==> src/rtl/fetch_pkg.sv <==
// Shared types and defaults for the instruction fetch unit.
// Holds width defaults, the fetch-entry bundle and a NOP encoding.
package fetch_pkg;

  localparam int unsigned ADDR_W_DEF = 32;
  localparam int unsigned DATA_W_DEF = 32;
  localparam logic [31:0] RESET_PC_DEF = 32'h0;
  localparam logic [31:0] NOP = 32'h0;

  typedef struct packed {
    logic [DATA_W_DEF-1:0] data;
    logic [ADDR_W_DEF-1:0] pc;
  } fetch_entry_t;

endpackage

==> src/rtl/fetch_fifo.sv <==
// Prefetch FIFO holding {instruction, pc} entries.
// Flush drops all entries; reset also clears storage.
module fetch_fifo
  import fetch_pkg::*;
#(
  parameter int unsigned DEPTH = 2,
  parameter int unsigned W = 64,
  localparam int unsigned PW = (DEPTH > 1) ? $clog2(DEPTH) : 1,
  localparam int unsigned CW = $clog2(DEPTH + 1)
) (
  input  logic          clock,
  input  logic          reset,
  input  logic          flush,
  input  logic          push,
  input  logic          pop,
  input  logic [W-1:0]  wdata,
  output logic [W-1:0]  rdata,
  output logic [CW-1:0] count
);

  logic [W-1:0]  mem [DEPTH];
  logic [PW-1:0] head;
  logic [PW-1:0] tail;

  function automatic logic [PW-1:0] nxt(input logic [PW-1:0] p);
    return (p == PW'(DEPTH - 1)) ? '0 : p + PW'(1);
  endfunction

  assign rdata = mem[head];

  // Pointer, occupancy and storage update; flush empties without
  // touching storage.
  always_ff @(posedge clock) begin
    if (reset) begin
      head  <= '0;
      tail  <= '0;
      count <= '0;
      for (int i = 0; i < DEPTH; i++) mem[i] <= '0;
    end else if (flush) begin
      head  <= '0;
      tail  <= '0;
      count <= '0;
    end else begin
      if (push) begin
        assert (count != CW'(DEPTH));
        mem[tail] <= wdata;
        tail      <= nxt(tail);
      end
      if (pop) head <= nxt(head);
      if (push && !pop) count <= count + CW'(1);
      else if (pop && !push) count <= count - CW'(1);
    end
  end

endmodule

==> src/rtl/instruction_fetch_unit.sv <==
// Fetch stage: owns the PC, issues 1-cycle-latency memory reads and
// buffers returned instructions for a valid/ready consumer.
module instruction_fetch_unit
  import fetch_pkg::*;
#(
  parameter int unsigned DEPTH = 2,
  parameter int unsigned ADDR_W = ADDR_W_DEF,
  parameter int unsigned DATA_W = DATA_W_DEF,
  parameter logic [ADDR_W-1:0] RESET_PC = ADDR_W'(RESET_PC_DEF)
) (
  input  logic              clock,
  input  logic              reset,
  output logic              imem_req,
  output logic [ADDR_W-1:0] imem_addr,
  input  logic [DATA_W-1:0] imem_rdata,
  output logic              inst_valid,
  input  logic              inst_ready,
  output logic [DATA_W-1:0] inst_data,
  output logic [ADDR_W-1:0] inst_pc,
  input  logic              redirect_valid,
  input  logic [ADDR_W-1:0] redirect_pc
);

  localparam int unsigned CW = $clog2(DEPTH + 1);
  localparam int unsigned UW = CW + 1;

  logic [ADDR_W-1:0] fetch_pc;
  logic [ADDR_W-1:0] inflight_pc;
  logic              inflight;
  logic [CW-1:0]     count;
  logic [UW-1:0]     used;
  logic              pop;
  logic              push;

  assign inst_valid = (count != '0) && !redirect_valid && !reset;
  assign pop        = inst_valid && inst_ready;
  assign push       = inflight && !redirect_valid && !reset;

  // Credits: buffered plus in-flight, less the entry leaving now.
  assign used = {1'b0, count} + UW'(inflight) - UW'(pop);

  assign imem_req  = !reset && !redirect_valid && (used < UW'(DEPTH));
  assign imem_addr = fetch_pc;

  // PC and single outstanding request tracking.
  always_ff @(posedge clock) begin
    if (reset) begin
      fetch_pc    <= RESET_PC;
      inflight    <= 1'b0;
      inflight_pc <= '0;
    end else if (redirect_valid) begin
      fetch_pc <= redirect_pc;
      inflight <= 1'b0;
    end else if (imem_req) begin
      fetch_pc    <= fetch_pc + ADDR_W'(1);
      inflight    <= 1'b1;
      inflight_pc <= fetch_pc;
    end else begin
      inflight <= 1'b0;
    end
  end

  fetch_fifo #(
    .DEPTH (DEPTH),
    .W     (DATA_W + ADDR_W)
  ) u_fifo (
    .clock (clock),
    .reset (reset),
    .flush (redirect_valid),
    .push  (push),
    .pop   (pop),
    .wdata ({imem_rdata, inflight_pc}),
    .rdata ({inst_data, inst_pc}),
    .count (count)
  );

endmodule

==> config.mk <==
export PLATFORM = sky130hd
export DESIGN_NAME = instruction_fetch_unit
export DESIGN_NICKNAME = d
export VERILOG_FILES = /design/src/rtl/fetch_pkg.sv /design/src/rtl/fetch_fifo.sv /design/src/rtl/instruction_fetch_unit.sv
export SDC_FILE = /design/constraint.sdc
export NUM_CORES = 1
export LEC_CHECK = 0
export ABC_AREA = 1
export CORE_MARGIN = 3
export CORE_UTILIZATION = 39
export DETAILED_ROUTE_END_ITERATION = 8
export PLACE_DENSITY = 0.71
export SKIP_LAST_GASP = 1
export SLEW_MARGIN = 0
export SYNTH_ARGS = -nofsm -noshare
export SYNTH_HDL_FRONTEND = slang
export SYNTH_SLANG_ARGS = --single-unit
export TNS_END_PERCENT = 5
==> constraint.sdc <==
create_clock -name clock -period 3.9 [get_ports clock]
set_input_delay 0.78 -clock clock [delete_from_list [all_inputs] [get_ports clock]]
set_output_delay 0.78 -clock clock [all_outputs]
set_load 0.02 [all_outputs]
After elaboration in Yosys (flattened, before gate mapping)

Memory sizes are Yosys's and may differ from the RTL's. A register that Yosys moved wholly into a read port is not among the register bits.
Cells that the tools add are included.

Add/sub/neg operators: 7
$lt $le $gt $ge: 1
Muxes and demuxes: 18
Bitwise logic cells: 1
Reductions and logical operators: 19

Operator list:

| cell                                               | number |
|---|---|
| two-way mux 32 bit                                 | 2 |
| two-way mux 64 bit                                 | 1 |
| OR reduction 64 bit                                | 1 |
| adder 32 x 1 -> 32 bit, second input constant      | 1 |
| two-way mux 1 bit                                  | 13 |
| logical AND 1 bit                                  | 9 |
| nonzero test 2 bit                                 | 3 |
| logical NOT 1 bit                                  | 4 |
| two-way mux 2 bit                                  | 2 |
| adder 2 x 1 -> 3 bit                               | 1 |
| < comparator 3 x 2 -> 1 bit, second input constant | 1 |
| subtractor 3 x 1 -> 3 bit                          | 1 |
| adder 1 bit, second input constant                 | 2 |
| adder 2 x 1 -> 2 bit, second input constant        | 1 |
| AND reduction 2 bit                                | 1 |
| OR reduction 2 bit                                 | 1 |
| subtractor 2 x 1 -> 2 bit, second input constant   | 1 |
| NOT 1 bit                                          | 1 |

Register bits: 69
RAM bits: 128
Input bits: 68
Output and inout port bits: 98
Word-level logic and storage cells: 53
Memories: 1

Memory list:

| memory     | depth | bits a word | rd ports | clocked after memory_dff | wr ports | RTL line         | source |
|---|---|---|---|---|---|---|---|
| u_fifo.mem | 2     | 64          | 1        | 1                        | 2        | fetch_fifo.sv:21 | `logic [W-1:0] mem [DEPTH];` |

Logic depth before layout (Yosys ltp)

Depth after elaboration: 9
Mapped depth: 21
Gate-level depth less buffers: 19

By module

Synthesis repeated with hierarchy kept, for this count alone.

Cells, all modules: 1003
Area, all modules: 9431.5 um^2

Modules (own cells, without submodules):

| module                 | times used | cells each | area each (um^2) | sequential area each (um^2) |
|---|---|---|---|---|
| fetch_fifo             | 1          | 439        | 5880.6           | 3943.8 |
| instruction_fetch_unit | 1          | 564        | 3550.9           | 1301.2 |

Least setup slack after synthesis

Ideal clock, no wire load.

Path kind: input-to-output
Start point: input port reset
End point: output port imem_req
Arrival time: 3084 ps
Data required time: 3120 ps
Path slack: 36 ps
Stages on the path: 15
Path buffers: 2
Cell sequence: buf_2 inv_4 nand2_4 a21oi_1 nand2_1 inv_1 ha_1 inv_1 nand2_1 fa_1 inv_1 nor2_4 nand2_4 inv_2 buf_2

Longest elaborated chain between the ends: 6
Elaborated cells on any way between the ends: 7
Classes of those cells: add/sub (1); order compare (1); reduce/logical (5)

RTL lines:

| element                     | RTL line                     | source |
|---|---|---|
| start: declaration          | instruction_fetch_unit.sv:12 | `input logic reset,` |
| logical NOT 1 bit           | instruction_fetch_unit.sv:35 | `assign inst_valid = (count != '0) && !redirect_valid && !reset;` |
| logical AND 1 bit           | instruction_fetch_unit.sv:35 |  |
| via inst_valid              | instruction_fetch_unit.sv:16 | `output logic inst_valid,` |
| logical AND 1 bit           | instruction_fetch_unit.sv:36 | `assign pop = inst_valid && inst_ready;` |
| via pop                     | instruction_fetch_unit.sv:32 | `logic pop;` |
| subtractor 3 x 1 -> 3 bit   | instruction_fetch_unit.sv:40 | `assign used = {1'b0, count} + UW'(inflight) - UW'(pop);` |
| < comparator 3 x 2 -> 1 bit | instruction_fetch_unit.sv:42 | `assign imem_req = !reset && !redirect_valid && (used < UW'(DEPTH));` |
| logical AND 1 bit           | instruction_fetch_unit.sv:42 |  |
| end: declaration            | instruction_fetch_unit.sv:13 | `output logic imem_req,` |

The timed path passes the listed nets, and every way through them passes these cells.

Final worst setup path

Start point: input port reset
End point: output port imem_req

Longest elaborated chain between the ends: 6
Elaborated cells on any way between the ends: 7
Classes of those cells: add/sub (1); order compare (1); reduce/logical (5)

RTL lines:

| element                     | RTL line |
|---|---|
| logical NOT 1 bit           | instruction_fetch_unit.sv:35 |
| logical AND 1 bit           | instruction_fetch_unit.sv:35 |
| logical AND 1 bit           | instruction_fetch_unit.sv:36 |
| via pop                     | instruction_fetch_unit.sv:32 |
| subtractor 3 x 1 -> 3 bit   | instruction_fetch_unit.sv:40 |
| < comparator 3 x 2 -> 1 bit | instruction_fetch_unit.sv:42 |
| logical AND 1 bit           | instruction_fetch_unit.sv:42 |

The timed path passes the listed nets, and every way through them passes these cells.

==> impl_metrics.tcl <==
set metrics [dict create \
    status "complete, but fails checks" \
    violations "negative setup slack" \
    timing.rr.end "imem_addr[10]" \
    swShare_pct 26.0 \
    synth_top_area_cell "edfxtp_1" \
    maxSlewHeadroom_pct 60.0 \
    min_to "inflight_pc[0]" \
    fin_crit_ps 3910 \
    design.core.area_um2 22800 \
    seqPwrFrac_pct 51.5 \
    place_ws_ps -321 \
    ant_nets 0 \
    cts-root-buf "clkbuf_16" \
    worst_pin_slew_ps 600 \
    rsz0062_at_grt "true" \
    antenna_found_initial 0 \
    cp.required_ps 3120 \
    clock_skew_ps 9.42 \
    fmax_mhz 256 \
    clkPwrFrac_pct 36.7 \
    async_reset_ff_share_pct 0 \
    port_buffers 165 \
    arrival_ps 3130 \
    clkLatencyLatePin_ps 430 \
    synthMostInstantiatedCell "nor2_1" \
    crit_type "input pin to output port" \
    cts_tree "built" \
    hold-path-cell-count 2 \
    synthCells 974 \
    layout_setup_ws_ps -10.4 \
    synth.ff_latch_count 198 \
    seq_area_frac_synth_pct 57.8 \
    setup_violations 1 \
    htree_levels 4 \
    cp-start-kind "input pin" \
    avgSynthCellArea_um2 9.32 \
    gr-usage-all-layers_pct 17.8 \
    synth.area.top_cells "edfxtp_1 (42%), dfxtp_1 (15%), nor2_1 (8.2%), mux2_2 (7.9%), nand2_1 (6.3%)" \
    dieWidth_um 159 \
    cts_sinks 198 \
    die-area_um2 25100 \
    post-cts-setup-buffer-count 0 \
    hold_start "inflight_pc[0]" \
    hp-class "register to register" \
    rrSetupSlack_ps 740 \
    die_y_um 159 \
    first_iter_violations 556 \
    finalWeightedCongestion 0.870 \
    num_antenna_cells 0 \
    netlist_area_um2 9080 \
    slew_violations 0 \
    drive_above_1_share_pct 11.7 \
    post-dp-hpwl_um 15000 \
    wirelength_um 22300 \
    path_clk_slew_ps 70 \
    place_area_um2 11200 \
    nNetsFinal 1211 \
    power_mw 4.62 \
    end_kind "output port" \
    cp_max_fo 2 \
    fill_cells 2069 \
    std_cell_rows 55 \
    route.vias.total 7006 \
    postLayoutCellArea_um2 11700 \
    grt_pass1_wl_um 34800 \
    fin_crit_sh_pct 100 \
    wl_per_cell_um 15.2 \
    ios 166 \
    ff2ff_path_depth 19 \
    p_per_area_nw_per_um2 394 \
    timing.rr.start "u_fifo.count[1]" \
    syn_to_final_growth_pct 29.2 \
    drt_first_pass_iters 5 \
    synth_warnings 0 \
    grt_overflow 0 \
    p_leak_nw 4.62 \
    hold_viol_final 0 \
    cap_viol_max_count 0 \
    power.internal_mw 3.42 \
    synth_common_cells "nor2_1 (199), nand2_1 (152), inv_1 (139), edfxtp_1 (128), dfxtp_1 (70)" \
    switchingPower_mw 1.20 \
    drc_errors 0 \
    cts_buffers 17 \
    ir_worst_vdd_mv 0.249 \
    yosys.cell_types.count 33 \
    synth.top_cell.area_share_pct 42.3 \
    p_comb_share_pct 11.8 \
    synthesis.nets 1046 \
    grt_max_degree 91 \
    hold_buffers 0 \
    yosys_most_used_dff "edfxtp_1" \
    clockBufferDepth 2 \
    initial_core_util_pct 39.8 \
    synth_edf_count 128 \
    routed_via_density 4.78 \
    grt_pass1_vias 6843 \
]
==> per-layer routing <==
metal / vias up / track usage, % / part of all wire [%]
li1: 3491 / - / -
met1: 3198 / 24.3 / 46
met2: 280 / 27.8 / 44
met3: 37 / 4.16 / 7.7
met4: 0 / 6.35 / 2.3
met5: - / 0 / 0
==> stage by stage <==
step	setup TNS (ps)	hold WS, ps	utilization, %	std cells
finish	-10.4	467	51.5	1465
global route	-133	493	51.5	1465
CTS	0	469	51.5	1465
detailed placement	-6300	458	49.0	1433
global placement	-2690	451	49.0	1433
floorplan	0	444	-	974
==> registers in the layout (all words and copies together), names as in the netlist, named ones only <==
signal        cells
u_fifo.mem      128
imem_addr        32
inflight_pc      32
u_fifo.count      2
inflight          1
u_fifo.head       1
u_fifo.tail       1
==> power groups by stage <==
stage                     clock [mW]  combinational [mW]  sequential [mW]
after floorplan                    0               0.261             2.44
after global placement             0               0.539             2.42
after detailed placement           0               0.546             2.43
after CTS                       1.74               0.550             2.38
after global routing            1.82               0.598             2.39
final                           1.69               0.544             2.38
==> cell type report <==
cell class              count  area, um2  area share [%]
inverters                 143        539            4.60
well taps                 313        392            3.34
flip-flops and latches    198       5250            44.7
multi-input cells         590       3100            26.4
clock buffers              17        425            3.63
repair buffers            189       1890            16.1
clock inverters            15        143            1.22
==> layout by cell type, fill, tap and decap left out, drive strengths merged, types with 17 or more instances in the layout <==
cell           Yosys  layout
dfxtp             70      70
clkbuf            14      17
a21oi             40      40
buf               29      24
inv              143     151
o21ai             41      41
nor2             203     203
mux2              64      64
nand2            154     154
clkdlybuf4s50      0     164
nand3             41      41
edfxtp           128     128
==> cell families after synthesis <==
family	Yosys count	synth area share (%)
compound gates	105	6.44
xor+xnor	8	0.772
fa+ha+maj	4	0.634
buf+inv	186	8.15
flops	198	57.8
mux	64	7.94
simple gates	409	18.3
==> worst max-delay path by stage <==
stage / startpoint / end / slack (ps)
floorplan: reset / imem_req / 40
global placement: reset / imem_req / -220
detailed placement: reset / imem_addr[10] / -320
CTS: reset / imem_req / 9
global route: reset / imem_req / -130
finish: reset / imem_req / -10
==> worst max-delay path: stages <==
cell and delay, ps:
clkdlybuf4s50_1 470, inv_4 90, nand2_4 50, a21oi_1 160
nand2_1 90, inv_1 70, ha_1 220, inv_1 60
nand2_1 60, fa_1 480, inv_1 60, nor2_4 120
nand2_4 60, inv_2 60, clkdlybuf4s15_1 290
==> repair_timing <==
item | CTS | global route
cloned | 0 | 0
pin swaps | 0 | 0
endpoints found under the setup margin | 1 | 20
resized for setup | 2 | 1
hold endpoints to repair | 0 | 0
(Power assumes the default switching activity.)
